## src/rtl/mfe_pkg.sv

```systemverilog
// mfe_pkg: shared state encoding and width helpers for the mfe_seq sequencer.
`default_nettype none

package mfe_pkg;

  typedef enum logic [2:0] {
    ST_LOAD_KEY  = 3'd0,
    ST_GEN_RND   = 3'd1,
    ST_OUT_KEY   = 3'd2,
    ST_WAIT_DATA = 3'd3,
    ST_FEED      = 3'd4,
    ST_START     = 3'd5,
    ST_COMPUTE   = 3'd6,
    ST_DRAIN     = 3'd7
  } state_t;

  function automatic int idx_w(input int num_words);
    return (num_words > 1) ? $clog2(num_words) : 1;
  endfunction

  function automatic int cnt_w(input int max_val);
    return (max_val > 0) ? $clog2(max_val + 1) : 1;
  endfunction

  function automatic int key_frame_words(input int num_words);
    return 2 * num_words;
  endfunction

endpackage

`default_nettype wire

```

## src/rtl/mfe_word_buf.sv

```systemverilog
// mfe_word_buf: NUM_WORDS x DATA_WIDTH operand register file with a saturating
// write pointer and an independent indexed read port.
`default_nettype none

module mfe_word_buf
  import mfe_pkg::*;
#(
  parameter int DATA_WIDTH = 64,
  parameter int NUM_WORDS  = 16
) (
  input  logic                          clk,
  input  logic                          rst,
  input  logic                          clr_i,
  input  logic                          wr_i,
  input  logic [DATA_WIDTH-1:0]         wr_data_i,
  input  logic [idx_w(NUM_WORDS)-1:0]   rd_idx_i,
  output logic [idx_w(NUM_WORDS)-1:0]   wr_ptr_o,
  output logic [DATA_WIDTH-1:0]         rd_data_o
);

  localparam int IW = idx_w(NUM_WORDS);
  localparam logic [IW-1:0] LAST_IDX = IW'(NUM_WORDS - 1);

  logic [DATA_WIDTH-1:0] mem_q [NUM_WORDS];
  logic [IW-1:0]         ptr_q;
  logic [IW-1:0]         ptr_d;

  // clr_i wins over the increment but never blocks the write it accompanies
  always_comb begin
    ptr_d = ptr_q;
    if (clr_i) begin
      ptr_d = '0;
    end else if (wr_i && (ptr_q != LAST_IDX)) begin
      ptr_d = ptr_q + IW'(1);
    end
  end

  always_ff @(posedge clk) begin
    if (rst) begin
      ptr_q <= '0;
      for (int i = 0; i < NUM_WORDS; i++) begin
        mem_q[i] <= '0;
      end
    end else begin
      ptr_q <= ptr_d;
      if (wr_i) begin
        mem_q[ptr_q] <= wr_data_i;
      end
    end
  end

  assign wr_ptr_o  = ptr_q;
  assign rd_data_o = mem_q[rd_idx_i];

endmodule

`default_nettype wire

```

## src/rtl/mfe_seq.sv

```systemverilog
// mfe_seq: key/exponent/data sequencer in front of a word-serial modexp engine.
// Optional periodic re-keying of the exponent is enabled by defining MFE_REKEY_EN.
`default_nettype none

module mfe_seq
  import mfe_pkg::*;
#(
  parameter int DATA_WIDTH   = 64,
  parameter int NUM_WORDS    = 16,
  parameter int TIMEOUT      = 4096
`ifdef MFE_REKEY_EN
  , parameter int REKEY_BLOCKS = 256
`endif
) (
  input  logic                  clk,
  input  logic                  rst,
  input  logic                  key_valid_i,
  input  logic [DATA_WIDTH-1:0] key_data_i,
  output logic                  key_ready_o,
  input  logic                  rnd_valid_i,
  input  logic [DATA_WIDTH-1:0] rnd_data_i,
  output logic                  rnd_ready_o,
  input  logic                  din_valid_i,
  input  logic [DATA_WIDTH-1:0] din_data_i,
  output logic                  din_ready_o,
  input  logic                  key_reload_i,
  output logic                  dout_valid_o,
  output logic [DATA_WIDTH-1:0] dout_data_o,
  output logic                  dout_last_o,
  input  logic                  dout_ready_i,
  output logic                  eng_load_o,
  output logic [DATA_WIDTH-1:0] eng_m_o,
  output logic [DATA_WIDTH-1:0] eng_e_o,
  output logic [DATA_WIDTH-1:0] eng_n_o,
  output logic                  eng_start_o,
  input  logic                  eng_done_i,
  output logic                  eng_res_rd_o,
  input  logic [DATA_WIDTH-1:0] eng_res_i,
  output logic                  eng_clear_o,
  output logic                  busy_o,
  output logic                  error_o
);

  localparam int IW = idx_w(NUM_WORDS);
  localparam int TW = cnt_w(TIMEOUT);
  localparam logic [IW-1:0] LAST_IDX = IW'(NUM_WORDS - 1);
`ifdef MFE_REKEY_EN
  localparam int BW = cnt_w(REKEY_BLOCKS);
`endif

  state_t                state_q, state_d;
  logic [IW-1:0]         idx_q, idx_d;
  logic                  sel_q, sel_d;
  logic                  iss_done_q, iss_done_d;
  logic                  out_v_q, out_v_d;
  logic [DATA_WIDTH-1:0] out_d_q, out_d_d;
  logic                  out_l_q, out_l_d;
  logic                  pend_q, pend_d;
  logic                  pend_last_q, pend_last_d;
  logic [TW-1:0]         tmo_q, tmo_d;
  logic                  error_q, error_d;
  logic                  eng_clear_q, eng_clear_d;
  logic                  rst_seen_q;
  logic                  reload_pend_q, reload_pend_d;
`ifdef MFE_REKEY_EN
  logic [BW-1:0]         blk_q, blk_d;
`endif

  logic                  k_wr_d, k_clr_d, e_wr_d, e_clr_d, m_wr_d, m_clr_d;
  logic [IW-1:0]         k_ptr_q, e_ptr_q, m_ptr_q;
  logic [DATA_WIDTH-1:0] n_rd_d, e_rd_d, m_rd_d;
  logic                  take_d, can_load_d, reload_req_d;

  mfe_word_buf #(.DATA_WIDTH(DATA_WIDTH), .NUM_WORDS(NUM_WORDS)) u_n_buf (
    .clk(clk), .rst(rst), .clr_i(k_clr_d), .wr_i(k_wr_d), .wr_data_i(key_data_i),
    .rd_idx_i(idx_q), .wr_ptr_o(k_ptr_q), .rd_data_o(n_rd_d)
  );

  mfe_word_buf #(.DATA_WIDTH(DATA_WIDTH), .NUM_WORDS(NUM_WORDS)) u_e_buf (
    .clk(clk), .rst(rst), .clr_i(e_clr_d), .wr_i(e_wr_d), .wr_data_i(rnd_data_i),
    .rd_idx_i(idx_q), .wr_ptr_o(e_ptr_q), .rd_data_o(e_rd_d)
  );

  mfe_word_buf #(.DATA_WIDTH(DATA_WIDTH), .NUM_WORDS(NUM_WORDS)) u_m_buf (
    .clk(clk), .rst(rst), .clr_i(m_clr_d), .wr_i(m_wr_d), .wr_data_i(din_data_i),
    .rd_idx_i(idx_q), .wr_ptr_o(m_ptr_q), .rd_data_o(m_rd_d)
  );

  always_comb begin
    state_d       = state_q;
    idx_d         = idx_q;
    sel_d         = sel_q;
    iss_done_d    = iss_done_q;
    out_v_d       = out_v_q;
    out_d_d       = out_d_q;
    out_l_d       = out_l_q;
    pend_d        = pend_q;
    pend_last_d   = pend_last_q;
    tmo_d         = tmo_q;
    error_d       = error_q;
    eng_clear_d   = rst_seen_q;
    reload_pend_d = reload_pend_q;
`ifdef MFE_REKEY_EN
    blk_d         = blk_q;
`endif
    key_ready_o   = 1'b0;
    rnd_ready_o   = 1'b0;
    din_ready_o   = 1'b0;
    eng_load_o    = 1'b0;
    eng_start_o   = 1'b0;
    eng_res_rd_o  = 1'b0;
    k_wr_d        = 1'b0;
    k_clr_d       = 1'b0;
    e_wr_d        = 1'b0;
    e_clr_d       = 1'b0;
    m_wr_d        = 1'b0;
    m_clr_d       = 1'b0;

    reload_req_d = key_reload_i | reload_pend_q;
    take_d       = out_v_q & dout_ready_i;
    can_load_d   = ~out_v_q | take_d;

    if (take_d) begin
      out_v_d = 1'b0;
    end
    // a result popped last cycle lands in the output register now
    if (pend_q) begin
      out_v_d = 1'b1;
      out_d_d = eng_res_i;
      out_l_d = pend_last_q;
      pend_d  = 1'b0;
    end

    case (state_q)
      ST_LOAD_KEY: begin
        key_ready_o = ~reload_req_d;
        k_wr_d      = key_valid_i & key_ready_o;
        if (k_wr_d && (k_ptr_q == LAST_IDX)) begin
          k_clr_d = 1'b1;
          state_d = ST_GEN_RND;
`ifdef MFE_REKEY_EN
          blk_d   = '0;
`endif
        end
      end

      ST_GEN_RND: begin
        rnd_ready_o = 1'b1;
        // an all-zero most significant exponent word is consumed but discarded
        e_wr_d = rnd_valid_i & ~((e_ptr_q == LAST_IDX) && (rnd_data_i == '0));
        if (e_wr_d && (e_ptr_q == LAST_IDX)) begin
          e_clr_d    = 1'b1;
          state_d    = ST_OUT_KEY;
          idx_d      = '0;
          sel_d      = 1'b0;
          iss_done_d = 1'b0;
        end
      end

      ST_OUT_KEY: begin
        if (can_load_d && !iss_done_q) begin
          out_v_d = 1'b1;
          out_d_d = sel_q ? e_rd_d : n_rd_d;
          out_l_d = sel_q && (idx_q == LAST_IDX);
          if (idx_q == LAST_IDX) begin
            idx_d = '0;
            if (sel_q) begin
              iss_done_d = 1'b1;
            end else begin
              sel_d = 1'b1;
            end
          end else begin
            idx_d = idx_q + IW'(1);
          end
        end
        if (take_d && out_l_q) begin
          state_d = ST_WAIT_DATA;
        end
      end

      ST_WAIT_DATA: begin
        din_ready_o = ~reload_req_d;
        m_wr_d      = din_valid_i & din_ready_o;
        if (m_wr_d && (m_ptr_q == LAST_IDX)) begin
          m_clr_d = 1'b1;
          state_d = ST_FEED;
          idx_d   = '0;
        end
      end

      ST_FEED: begin
        eng_load_o = 1'b1;
        if (idx_q == LAST_IDX) begin
          idx_d   = '0;
          state_d = ST_START;
        end else begin
          idx_d = idx_q + IW'(1);
        end
      end

      ST_START: begin
        eng_start_o = 1'b1;
        tmo_d       = TW'(1);
        state_d     = ST_COMPUTE;
      end

      ST_COMPUTE: begin
        if (eng_done_i) begin
          state_d    = ST_DRAIN;
          idx_d      = '0;
          iss_done_d = 1'b0;
        end else if (tmo_q >= TW'(TIMEOUT)) begin
          error_d     = 1'b1;
          eng_clear_d = 1'b1;
          state_d     = ST_WAIT_DATA;
        end else begin
          tmo_d = tmo_q + TW'(1);
        end
      end

      ST_DRAIN: begin
        // pop only when the popped word is guaranteed a free output slot
        if (!iss_done_q && !pend_q && can_load_d) begin
          eng_res_rd_o = 1'b1;
          pend_d       = 1'b1;
          pend_last_d  = (idx_q == LAST_IDX);
          if (idx_q == LAST_IDX) begin
            iss_done_d = 1'b1;
          end else begin
            idx_d = idx_q + IW'(1);
          end
        end
        if (take_d && out_l_q) begin
`ifdef MFE_REKEY_EN
          if (blk_q == BW'(REKEY_BLOCKS - 1)) begin
            blk_d   = '0;
            state_d = ST_GEN_RND;
          end else begin
            blk_d   = blk_q + BW'(1);
            state_d = ST_WAIT_DATA;
          end
`else
          state_d = ST_WAIT_DATA;
`endif
        end
      end

      default: state_d = ST_LOAD_KEY;
    endcase

    if ((state_q == ST_WAIT_DATA || state_q == ST_LOAD_KEY) && reload_req_d) begin
      state_d       = ST_LOAD_KEY;
      idx_d         = '0;
      k_clr_d       = 1'b1;
      e_clr_d       = 1'b1;
      m_clr_d       = 1'b1;
      error_d       = 1'b0;
      eng_clear_d   = 1'b1;
      reload_pend_d = 1'b0;
    end else if (key_reload_i) begin
      reload_pend_d = 1'b1;
    end
  end

  always_ff @(posedge clk) begin
    if (rst) begin
      state_q       <= ST_LOAD_KEY;
      idx_q         <= '0;
      sel_q         <= 1'b0;
      iss_done_q    <= 1'b0;
      out_v_q       <= 1'b0;
      out_d_q       <= '0;
      out_l_q       <= 1'b0;
      pend_q        <= 1'b0;
      pend_last_q   <= 1'b0;
      tmo_q         <= '0;
      error_q       <= 1'b0;
      eng_clear_q   <= 1'b0;
      rst_seen_q    <= 1'b1;
      reload_pend_q <= 1'b0;
`ifdef MFE_REKEY_EN
      blk_q         <= '0;
`endif
    end else begin
      state_q       <= state_d;
      idx_q         <= idx_d;
      sel_q         <= sel_d;
      iss_done_q    <= iss_done_d;
      out_v_q       <= out_v_d;
      out_d_q       <= out_d_d;
      out_l_q       <= out_l_d;
      pend_q        <= pend_d;
      pend_last_q   <= pend_last_d;
      tmo_q         <= tmo_d;
      error_q       <= error_d;
      eng_clear_q   <= eng_clear_d;
      rst_seen_q    <= 1'b0;
      reload_pend_q <= reload_pend_d;
`ifdef MFE_REKEY_EN
      blk_q         <= blk_d;
`endif
    end
  end

  assign dout_valid_o = out_v_q;
  assign dout_data_o  = out_d_q;
  assign dout_last_o  = out_l_q;
  assign eng_m_o      = eng_load_o ? m_rd_d : '0;
  assign eng_e_o      = eng_load_o ? e_rd_d : '0;
  assign eng_n_o      = eng_load_o ? n_rd_d : '0;
  assign eng_clear_o  = eng_clear_q;
  assign error_o      = error_q;
  assign busy_o       = (state_q != ST_WAIT_DATA) && (state_q != ST_LOAD_KEY);

endmodule

`default_nettype wire
```

## config.mk

```make
export PLATFORM = sky130hd
export DESIGN_NAME = mfe_seq
export DESIGN_NICKNAME = d
export VERILOG_FILES = /design/src/rtl/mfe_pkg.sv /design/src/rtl/mfe_word_buf.sv /design/src/rtl/mfe_seq.sv
export SDC_FILE = /design/constraint.sdc
export NUM_CORES = 2
export LEC_CHECK = 0
export BUFFER_PORTS_ARGS = -buffer_cell sky130_fd_sc_hd__buf_4
export CAP_MARGIN = 20
export CORE_MARGIN = 2
export CORE_UTILIZATION = 58
export CTS_BUF_LIST = sky130_fd_sc_hd__clkbuf_8
export DETAILED_ROUTE_END_ITERATION = 12
export PLACE_DENSITY_LB_ADDON = 0.1
export SLEW_MARGIN = 40
export SYNTH_ARGS = -nofsm -noshare
export SYNTH_HDL_FRONTEND = slang
export SYNTH_HIERARCHICAL = 1
export SYNTH_SLANG_ARGS = --single-unit
export TNS_END_PERCENT = 10
```

## constraint.sdc

```tcl
create_clock -name clk -period 3.1 [get_ports clk]
set_input_delay 0.31 -clock clk [delete_from_list [all_inputs] [get_ports clk]]
set_output_delay 0.31 -clock clk [all_outputs]
set_load 0.05 [all_outputs]
```

==> impl_results.md <==
- Final #Nets: 10796
- Slew margin rel.: 44.3%
- DIE WIDTH: 502 um
- Finished Core Util: 70.5%
- Hpwl dp: 246000 um
- CP Launch Type: register
- Wirelength per Cell: 30.8 um
- Peak VDD IR: 0.353 mV
- Area leader, netlist: edfxtp_1
- Core area: 0.246 mm2
- Via count: 88676
- Final non-filler cell total: 14227
- PnR worst setup slack: -0.570 ns
- Top-area cell type share of the netlist area: 64.2%
- Drt drc: 0
- First-pass GRT wire length: 623000 um
- DR iter-0 viols: 10347
- Top cells by area, synth: edfxtp_1 64%, and2_1 14%, mux4_2 12%, a22oi_1 2.0%, clkbuf_1 1.8%
- Most frequent cell after synthesis: and2_1
- GRT Total Usage: 34.5%
- CTS tree: yes
- Final hold slack: 0.160 ns
- Synth unique cells: 54
- Most common library cells after synthesis: 3275 x and2_1, 3072 x edfxtp_1, 768 x mux4_2
- Maximum root-to-sink buffer count: 4
- Dominant synthesized flop cell: edfxtp_1
- Fraction of layout cells with a size suffix above 1: 29.6%
- Cell internal pwr: 67.7 mW
- DR WL met3: 43200 um
- Met2 Wirelength: 212000 um
- Critical Path AT: 3.36 ns
- Max-Cap Viols: 0
- Async S/R FF share, synth: 0%
- Clock power share: 38.9%
- Placed cells: 12760
- Post-Syn Area: 0.144 mm2
- Io pins: 531
- Syn_nets: 9585
- CP Class: reg2out
- DR vias/cell: 6.23
- Critical Path RT: 2.79 ns
- Initial DRT Pass Iterations: 7
- Psw: 20.1 mW
- Setup Viol. Count Final: 2054
- Status: complete, but fails checks
- Worst setup EP type: output pin
- Static Leak: 62.3 nW
- Pwr per Cell Area: 506 mW/mm2
- Die span in y: 502 um
- Fin. Hold Viols: 0
- Failing checks: negative setup slack
- CTS Sinks: 3178
- Sequential share of power: 56.1%
- Synthesized flop and latch total: 3178
- Synth warn: 6
- Max Used Layer: met5
- Seq/Total Area, Yosys: 65.6%
- CP Max Fanout: 8
- F_max: 273 MHz
- Skew-Pair Late Insertion Delay: 1.09 ns
- Starting density of the core: 58.4%
- Initial antenna violation count: 44
- Clock-pin slew on the worst setup and hold paths: 0.06 ns
- M1 wire length: 161000 um
- Fin crit share: 118%
- Vias in the first global route: 90322
- I/O Buffers: 530
- Root buffer cell: clkbuf_8
- Hold Path Class: in2reg
- Die ar.: 0.252 mm2
- WL final: 438000 um
- # H-tree levels: 6
- Max Slew Vio Count: 0
- Combinational group share of total power: 5.0%
- Final ANT Viol Nets: 0
- Synth Instances: 9304
- Total CTS buffers: 544
- Clock skew: 0.0840 ns
- Worst slew pin tran: 0.828 ns
- # fillers: 15919
- Syn Area/Cell: 15.5 um2
- Unrepaired setup endpoints after global routing: true
- GRT overflow: 0
- Final min period: 3.67 ns
- Area Overhead vs Synth: 20.7%
- Switching Fraction: 22.9%
- EDFF count, synth: 3072
- Placer Congestion: 0.849
- Rows: 182
- Largest net degree at the start of global routing: 103
- Final Power: 87.8 mW
-- power groups by stage --
stage	Combinational [mW]	Sequential, mW	Clock [mW]
after detailed placement	3.84	50.1	0
after global routing	4.52	49.4	36.3
final	4.38	49.3	34.1
after global placement	3.78	50.0	0
after CTS	4.26	49.3	34.5
after floorplan	1.72	49.9	0
-- per-layer routing --
layer	global-route usage, %	vias up
met2	55.9	5210
met3	6.91	937
met1	45.2	45671
li1	-	36834
met5	0	-
met4	16.0	24
-- critical path, cell delays in order (launching register included) --
cell and delay [ns]:
dfxtp_4 0.43, buf_6 0.16, buf_16 0.18, buf_16 0.17
buf_12 0.12, mux4_2 0.50, a22oi_2 0.17, nand2_2 0.10
buf_6 0.15, and2_1 0.16, buf_6 0.16
-- placed cells by master, fill, tap and decap left out, types with 13 or more instances in the layout --
cell           count
nor4_1            13
and2_4            97
nor2_1            24
clkinv_1         102
ha_1              17
clkbuf_16         18
buf_12           241
nor2_4            37
nand2_4           26
buf_6            138
mux4_2           768
a22oi_1          131
mux2i_1           65
buf_16            48
a21oi_1           28
a22oi_2          253
edfxtp_1        3072
a211oi_1         132
nand2_1          109
inv_1            220
or2_4             48
dfxtp_1          101
and2_1          3178
nand3_1           27
diode_2           17
dlygate4sd3_1    277
nor2b_1           68
clkinv_2          28
clkinvlp_4        16
buf_4            766
o21ai_0           15
clkbuf_8         557
buf_8             42
nand2_2           77
-- cell families (layout without fill, tap and decap cells) --
| logic type | count (synthesis) | in the layout | synth area share (%) |
|---|---|---|---|
| other cells | 0 | 17 | 0 |
| compound gates | 587 | 587 | 3.03 |
| fa+ha+maj | 17 | 17 | 0.148 |
| flops | 3178 | 3178 | 65.6 |
| mux | 833 | 833 | 12.5 |
| buf+inv | 886 | 2480 | 2.62 |
| xor+xnor | 7 | 7 | 0.0426 |
| simple gates | 3796 | 3796 | 16.0 |
-- path summary, 6_finish.rpt --
kind	slack (ns)	endpoint	cells after the start	start
worst max register to register	-0.17	u_m_buf/mem_q[0][63]	7	state_q[2]
worst min register to register	0.50	error_o	2	error_o
worst min-delay path	0.16	u_n_buf/mem_q[8][63]	3	key_data_i[63]
worst max-delay path	-0.57	eng_e_o[35]	10	idx_q[0]
-- state kept, by name (all words and copies together), names as in the netlist, 3 cells and up --
register / flops
dout_data_o: 64
tmo_q: 13
u_e_buf/wr_ptr_o: 4
state_q: 3
u_e_buf/mem_q: 1024
u_n_buf/mem_q: 1024
u_n_buf/wr_ptr_o: 4
u_m_buf/mem_q: 1024
u_m_buf/wr_ptr_o: 4
idx_q: 4
-- what timing repair did --
item,in CTS,in global routing
gates resized for setup,517,316
hold buffers,277,0
endpoints found under the hold margin,3164,0
pin swaps,150,155
gates cloned,29,21
endpoints found under the setup margin,297,2644
buffers inserted,93,119
-- per-stage QoR --
step | setup TNS, ns | cell area, um2 | setup slack [ns]
after floorplan | -156.22 | 144000 | -0.199
after global placement | -2467.94 | 155000 | -1.28
after detailed placement | -1103.55 | 155000 | -0.625
after CTS | -116.97 | 171000 | -0.687
after global routing | -298.52 | 174000 | -0.680
final | -186.18 | 174000 | -0.570
-- cell type report --
type	instances	area (um2)	area share, %
sequential	3178	94400	54.4
multi-input combinational	5240	48100	27.7
timing repair buffer	1531	17300	9.99
clock buffer	557	7670	4.42
tap	3312	4140	2.39
clock inverter	372	1800	1.04
inverter	20	77.6	0.0447
antenna	17	42.5	0.0245
No activity file was read; power rests on OpenSTA's default activity.
